$ cat src/rtl/octavo_io_port_endpoint.sv
// Octavo I/O port endpoint: bridges an external valid/ready input stream
// into the Datapath read port (EF/rden) and the Datapath write port
// (EF/wren) back out to an external valid/ready output stream. Each
// direction has its own circular FIFO; every output comes from registered
// state only.
module octavo_io_port_endpoint #(
  parameter int WORD_WIDTH  = 36,
  parameter int DEPTH       = 4,
  parameter int DEPTH_WIDTH = 2
) (
  input  logic                   clock,
  input  logic                   reset_n,
  input  logic [WORD_WIDTH-1:0]  in_data,
  input  logic                   in_valid,
  output logic                   in_ready,
  output logic                   io_read_EF,
  output logic [WORD_WIDTH-1:0]  io_read_data,
  input  logic                   io_rden,
  output logic                   io_write_EF,
  input  logic [WORD_WIDTH-1:0]  io_write_data,
  input  logic                   io_wren,
  output logic [WORD_WIDTH-1:0]  out_data,
  output logic                   out_valid,
  input  logic                   out_ready,
  output logic [DEPTH_WIDTH:0]   read_count,
  output logic [DEPTH_WIDTH:0]   write_count,
  input  logic                   error_clear,
  output logic                   read_underrun,
  output logic                   write_overrun
);

  localparam logic [DEPTH_WIDTH:0]   CNT_FULL = (DEPTH_WIDTH+1)'(DEPTH);
  localparam logic [DEPTH_WIDTH:0]   CNT_ZERO = {(DEPTH_WIDTH+1){1'b0}};
  localparam logic [DEPTH_WIDTH:0]   CNT_ONE  = (DEPTH_WIDTH+1)'(1);
  localparam logic [DEPTH_WIDTH-1:0] PTR_ONE  = DEPTH_WIDTH'(1);

  // Read FIFO state (external producer -> Datapath)
  logic [WORD_WIDTH-1:0]  rd_mem_q [DEPTH];
  logic [DEPTH_WIDTH-1:0] rd_rptr_q, rd_rptr_d, rd_wptr_q, rd_wptr_d;
  logic [DEPTH_WIDTH:0]   rd_cnt_q, rd_cnt_d;
  logic                   rd_push_s, rd_pop_s, underrun_q, underrun_d;

  // Write FIFO state (Datapath -> external consumer)
  logic [WORD_WIDTH-1:0]  wr_mem_q [DEPTH];
  logic [DEPTH_WIDTH-1:0] wr_rptr_q, wr_rptr_d, wr_wptr_q, wr_wptr_d;
  logic [DEPTH_WIDTH:0]   wr_cnt_q, wr_cnt_d;
  logic                   wr_push_s, wr_pop_s, overrun_q, overrun_d;

  // Handshake qualification; all decisions use the pre-edge registered counts
  always_comb begin
    rd_push_s = in_valid  & (rd_cnt_q != CNT_FULL);
    rd_pop_s  = io_rden   & (rd_cnt_q != CNT_ZERO);
    wr_push_s = io_wren   & (wr_cnt_q != CNT_FULL);
    wr_pop_s  = out_ready & (wr_cnt_q != CNT_ZERO);
  end

  // Read FIFO next-state: pointers advance modulo DEPTH, count tracks push/pop
  always_comb begin
    rd_wptr_d = rd_push_s ? rd_wptr_q + PTR_ONE : rd_wptr_q;
    rd_rptr_d = rd_pop_s  ? rd_rptr_q + PTR_ONE : rd_rptr_q;
    case ({rd_push_s, rd_pop_s})
      2'b10:   rd_cnt_d = rd_cnt_q + CNT_ONE;
      2'b01:   rd_cnt_d = rd_cnt_q - CNT_ONE;
      default: rd_cnt_d = rd_cnt_q;
    endcase
  end

  // Write FIFO next-state: same structure as the read side
  always_comb begin
    wr_wptr_d = wr_push_s ? wr_wptr_q + PTR_ONE : wr_wptr_q;
    wr_rptr_d = wr_pop_s  ? wr_rptr_q + PTR_ONE : wr_rptr_q;
    case ({wr_push_s, wr_pop_s})
      2'b10:   wr_cnt_d = wr_cnt_q + CNT_ONE;
      2'b01:   wr_cnt_d = wr_cnt_q - CNT_ONE;
      default: wr_cnt_d = wr_cnt_q;
    endcase
  end

  // Sticky error flags: a new error in the same cycle as a clear wins
  always_comb begin
    if (io_rden && (rd_cnt_q == CNT_ZERO)) begin
      underrun_d = 1'b1;
    end else if (error_clear) begin
      underrun_d = 1'b0;
    end else begin
      underrun_d = underrun_q;
    end
    if (io_wren && (wr_cnt_q == CNT_FULL)) begin
      overrun_d = 1'b1;
    end else if (error_clear) begin
      overrun_d = 1'b0;
    end else begin
      overrun_d = overrun_q;
    end
  end

  // State registers; storage is cleared on reset so heads read back as zero
  always_ff @(posedge clock or negedge reset_n) begin
    if (!reset_n) begin
      for (int i = 0; i < DEPTH; i++) begin
        rd_mem_q[i] <= '0;
        wr_mem_q[i] <= '0;
      end
      rd_rptr_q  <= '0;
      rd_wptr_q  <= '0;
      rd_cnt_q   <= '0;
      wr_rptr_q  <= '0;
      wr_wptr_q  <= '0;
      wr_cnt_q   <= '0;
      underrun_q <= 1'b0;
      overrun_q  <= 1'b0;
    end else begin
      if (rd_push_s) begin
        rd_mem_q[rd_wptr_q] <= in_data;
      end
      if (wr_push_s) begin
        wr_mem_q[wr_wptr_q] <= io_write_data;
      end
      rd_rptr_q  <= rd_rptr_d;
      rd_wptr_q  <= rd_wptr_d;
      rd_cnt_q   <= rd_cnt_d;
      wr_rptr_q  <= wr_rptr_d;
      wr_wptr_q  <= wr_wptr_d;
      wr_cnt_q   <= wr_cnt_d;
      underrun_q <= underrun_d;
      overrun_q  <= overrun_d;
    end
  end

  // Outputs decode registered state only (no input-to-output paths)
  always_comb begin
    in_ready      = (rd_cnt_q != CNT_FULL);
    io_read_EF    = (rd_cnt_q != CNT_ZERO);
    io_read_data  = rd_mem_q[rd_rptr_q];
    io_write_EF   = (wr_cnt_q != CNT_FULL);
    out_valid     = (wr_cnt_q != CNT_ZERO);
    out_data      = wr_mem_q[wr_rptr_q];
    read_count    = rd_cnt_q;
    write_count   = wr_cnt_q;
    read_underrun = underrun_q;
    write_overrun = overrun_q;
  end

endmodule

$ cat config.mk
export PLATFORM = sky130hd
export DESIGN_NAME = octavo_io_port_endpoint
export DESIGN_NICKNAME = d
export VERILOG_FILES = /design/src/rtl/octavo_io_port_endpoint.sv
export SDC_FILE = /design/constraint.sdc
export NUM_CORES = 1
export LEC_CHECK = 0
export ABC_AREA = 0
export ABC_CLOCK_PERIOD_IN_PS = 2000
export CAP_MARGIN = 0
export CORE_UTILIZATION = 36
export CTS_CLUSTER_SIZE = 25
export DETAILED_ROUTE_END_ITERATION = 7
export PLACE_DENSITY_LB_ADDON = 0.12
export REMOVE_ABC_BUFFERS = 1
export SLEW_MARGIN = 20
export SYNTH_ARGS = -nofsm -noshare
export SYNTH_HDL_FRONTEND = slang
export SYNTH_SLANG_ARGS = --single-unit
$ cat constraint.sdc
create_clock -name clock -period 2 [get_ports clock]
set_input_delay 0.6 -clock clock [delete_from_list [all_inputs] [get_ports clock]]
set_output_delay 0.6 -clock clock [all_outputs]
set_load 0.02 [all_outputs]
==> flow_summary.yaml <==
clock_tree:
  clk_pin_slew_ns: 0.05
  cts_max_level: 2
  clock_path_buffers: 3
  cts_made_buffers: 37
  cts.sinks: 304
  root_buffer: "clkbuf_16"
  insertion_delay_ns: 0.54
  cts_hold_buf: 0
  cts_tree: "done"
power_and_ir_drop:
  clkPwrFrac_pct: 19.1
  p_per_area_nw_per_um2: 1950
  irDropWorstVdd_mv: 1.01
  p_comb_share_pct: 50.5
  p_leak_nw: 8.06
  pwr-share-seq_pct: 30.4
  swShare_pct: 31.9
  internal_power_w: 0.0248
  p_switching_w: 0.0116
worst_setup_path:
  crit_path_frequent_cell: "buf_12"
  crit_chain: "buf_12, buf_12, buf_16, mux4_2, buf_6"
  cpMaxStageDelayCell: "mux4_2"
  cpPeakStageDelay_ns: 0.52
  cp-end-kind: "output port"
  crit_fanout: 5
  path_delay_family: "buffers and inverters"
  setup.worst_path.start_class: "register"
  criticalPathCategory: "reg2out"
  required_ns: 1.40
  worstPathArrival_ns: 1.98
  cp_num_buf_inv: 4
sta:
  rsz0062_at_grt: "yes"
  finalHoldWorstSlack_ns: 0.0171
  worst_slack_ns: -0.585
  finalClockSkew_ns: 0.0171
  min_period_ns: 2.58
  fin_crit_sh_pct: 129
  slew_violations: 0
  setup_violations: 78
  clock.fmax_ghz: 0.387
  slew_headroom_pct: 63.3
  hold_viol_final: 0
  tightest_slew_ns: 0.551
layout:
  area_growth_pct: 34.3
  fin_util_pct: 49.2
  design_area_um2: 18600
  n_antenna_cell: 0
  final_cells: 1595
  fin_nets: 1148
  final_layout_size_suffix_gt1_share_pct: 60.2
die:
  rows: 71
  core_area_um2: 37800
  ios: 163
  die_x_um: 198
  die_h_um: 198
  dieArea_um2: 39300
  start_util_pct: 36.7
global_route:
  grtUsageTotal_pct: 16.7
  grt_max_degree: 57
  grt_pass1_vias: 8436
  antenna_found_initial: 1
  grt.overflow.total: 0
  grt_first_pass_wirelength_mm: 49.9
placement:
  place_area_um2: 16700
  port_buffers: 162
  gp_congestion: 0.724
  dp_cells: 1492
  place_hpwl_mm: 20.4
route:
  post_drt_via_cell_ratio: 4.77
  wire_per_inst_um: 19.9
  drt_pass1_iterations: 4
  ant_nets: 0
  vias: 7612
  drc_errors: 0
  totalWireLength_mm: 31.7
  drtIter0Drc: 213
synthesis:
  async_reset_ff_share_pct: 100
  synth_top_area_share_pct: 54.8
  synth_largest_area_cell: "dfrtp_1"
  synth_edf_count: 0
  synth_common_cells: "304 x dfrtp_1, 171 x mux2_2, 120 x mux2_4, 72 x mux4_2, 18 x buf_2"
  synth-seq-area-share_pct: 54.8
  synthCells: 776
  avgSynthCellArea_um2: 17.9
  synth.most_common_cell: "dfrtp_1"
  synth_cell_types: 27
  ys_top_cells_by_area: "dfrtp_1 55%, mux2_2 14%, mux2_4 13%"
  synthesis.area_um2: 13900
  ys_warn_count: 0
  synth-main-ff-cell: "dfrtp_1"
  synth-seq-cells: 304
status:
  status: "finished with violations"
  violations: "setup timing"
flow_run:
  maxCapViolCount: 0
hold_path:
  worst_hold_path_type: "in2async"
per-layer routing:
metal / wire [µm] / global-route usage, % / up-vias
li1: - / - / 3451
met1: 14800 / 23.2 / 3968
met2: 14800 / 25.7 / 141
met3: 1480 / 3.87 / 50
met4: 598 / 5.37 / 2
met5: 12 / 0 / -
kinds of logic after synthesis:
family | after synthesis | share of synthesized area, %
buffers and inverters | 56 | 3.35
muxes | 363 | 38.5
DFF | 304 | 54.8
AOI/OAI and AO/OA | 5 | 0.252
xor gates and xnor gates | 12 | 0.757
and+or+nand+nor | 24 | 1.10
adders and majority gates | 12 | 1.19
stage by stage:
stage / total power (W) / TNS [ns] / worst slack [ns]
6_report: 0.0364 / -36.83 / -0.585
5_1_grt: 0.0385 / -41.61 / -0.646
4_1_cts: 0.0355 / -39.89 / -0.684
3_5_place_dp: 0.0282 / -80.10 / -0.367
3_3_place_gp: 0.0281 / -77.68 / -0.365
2_1_floorplan: 0.0213 / -97.24 / -0.891
final cells by class:
class	instances	area (µm²)
Clock buffer	55	1150
Tap cell	511	639
Clock inverter	11	140
Inverter	11	41.3
Timing Repair Buffer	287	3160
Sequential cell	304	7610
Fill cell	3247	19200
Multi-Input combinational cell	416	5900
flip-flops by register name (all words and copies together), names as in the netlist:
| register | cells |
|---|---|
| wr_mem_q | 144 |
| wr_rptr_q | 2 |
| rd_wptr_q | 2 |
| write_overrun | 1 |
| read_count | 3 |
| rd_mem_q | 144 |
| rd_rptr_q | 2 |
| write_count | 3 |
| read_underrun | 1 |
| wr_wptr_q | 2 |
worst paths after layout:
kind / from / end / slack (ns) / cells past startpoint
max in group asynchronous: reset_n / rd_mem_q[45] / 1.36 / 2
min reg2reg: wr_mem_q[69] / wr_mem_q[69] / 0.50 / 1
max reg2reg: write_count[1] / write_count[2] / -0.03 / 10
min: reset_n / wr_mem_q[109] / 0.02 / 1
max: rd_rptr_q[0] / io_read_data[21] / -0.58 / 5
min in group clock: wr_mem_q[69] / wr_mem_q[69] / 0.50 / 1
worst register-to-register path, cell delays in order (launching register included):
cell,delay (ns)
dfrtp_1,0.40
buf_6,0.14
nor3b_4,0.20
buf_4,0.14
nand2b_4,0.13
ha_4,0.13
inv_2,0.04
fa_2,0.35
xor2_1,0.16
nor2_1,0.12
xor2_1,0.15
timing repair:
action,CTS,global route
buffers inserted,17,18
setup endpoints to repair,86,97
pin swaps,3,16
gates cloned,3,3
resized for setup,405,90
power by group through the flow:
stage	registers (W)	logic, W	clock network, W
floorplan	0.0111	0.0102	0
global placement	0.0112	0.0169	0
detailed placement	0.0111	0.0171	0
CTS	0.0111	0.0173	0.00721
global route	0.0115	0.0195	0.00744
finish	0.0111	0.0184	0.00697
cells in the final DEF (no fill, tap or decap), types with 5 or more instances in the layout:
| cell type | count |
|---|---|
| buf_12 | 37 |
| nand2_1 | 8 |
| clkdlybuf4s50_1 | 77 |
| mux4_2 | 72 |
| dfrtp_1 | 301 |
| xnor2_1 | 7 |
| buf_2 | 18 |
| buf_6 | 80 |
| buf_4 | 65 |
| inv_1 | 10 |
| ha_1 | 8 |
| clkbuf_1 | 5 |
| mux2_2 | 171 |
| xor2_1 | 5 |
| mux2_4 | 120 |
| clkinv_2 | 5 |
| clkbuf_16 | 41 |
| clkbuf_8 | 11 |
Note: power is estimated with default switching activity, not from simulation.
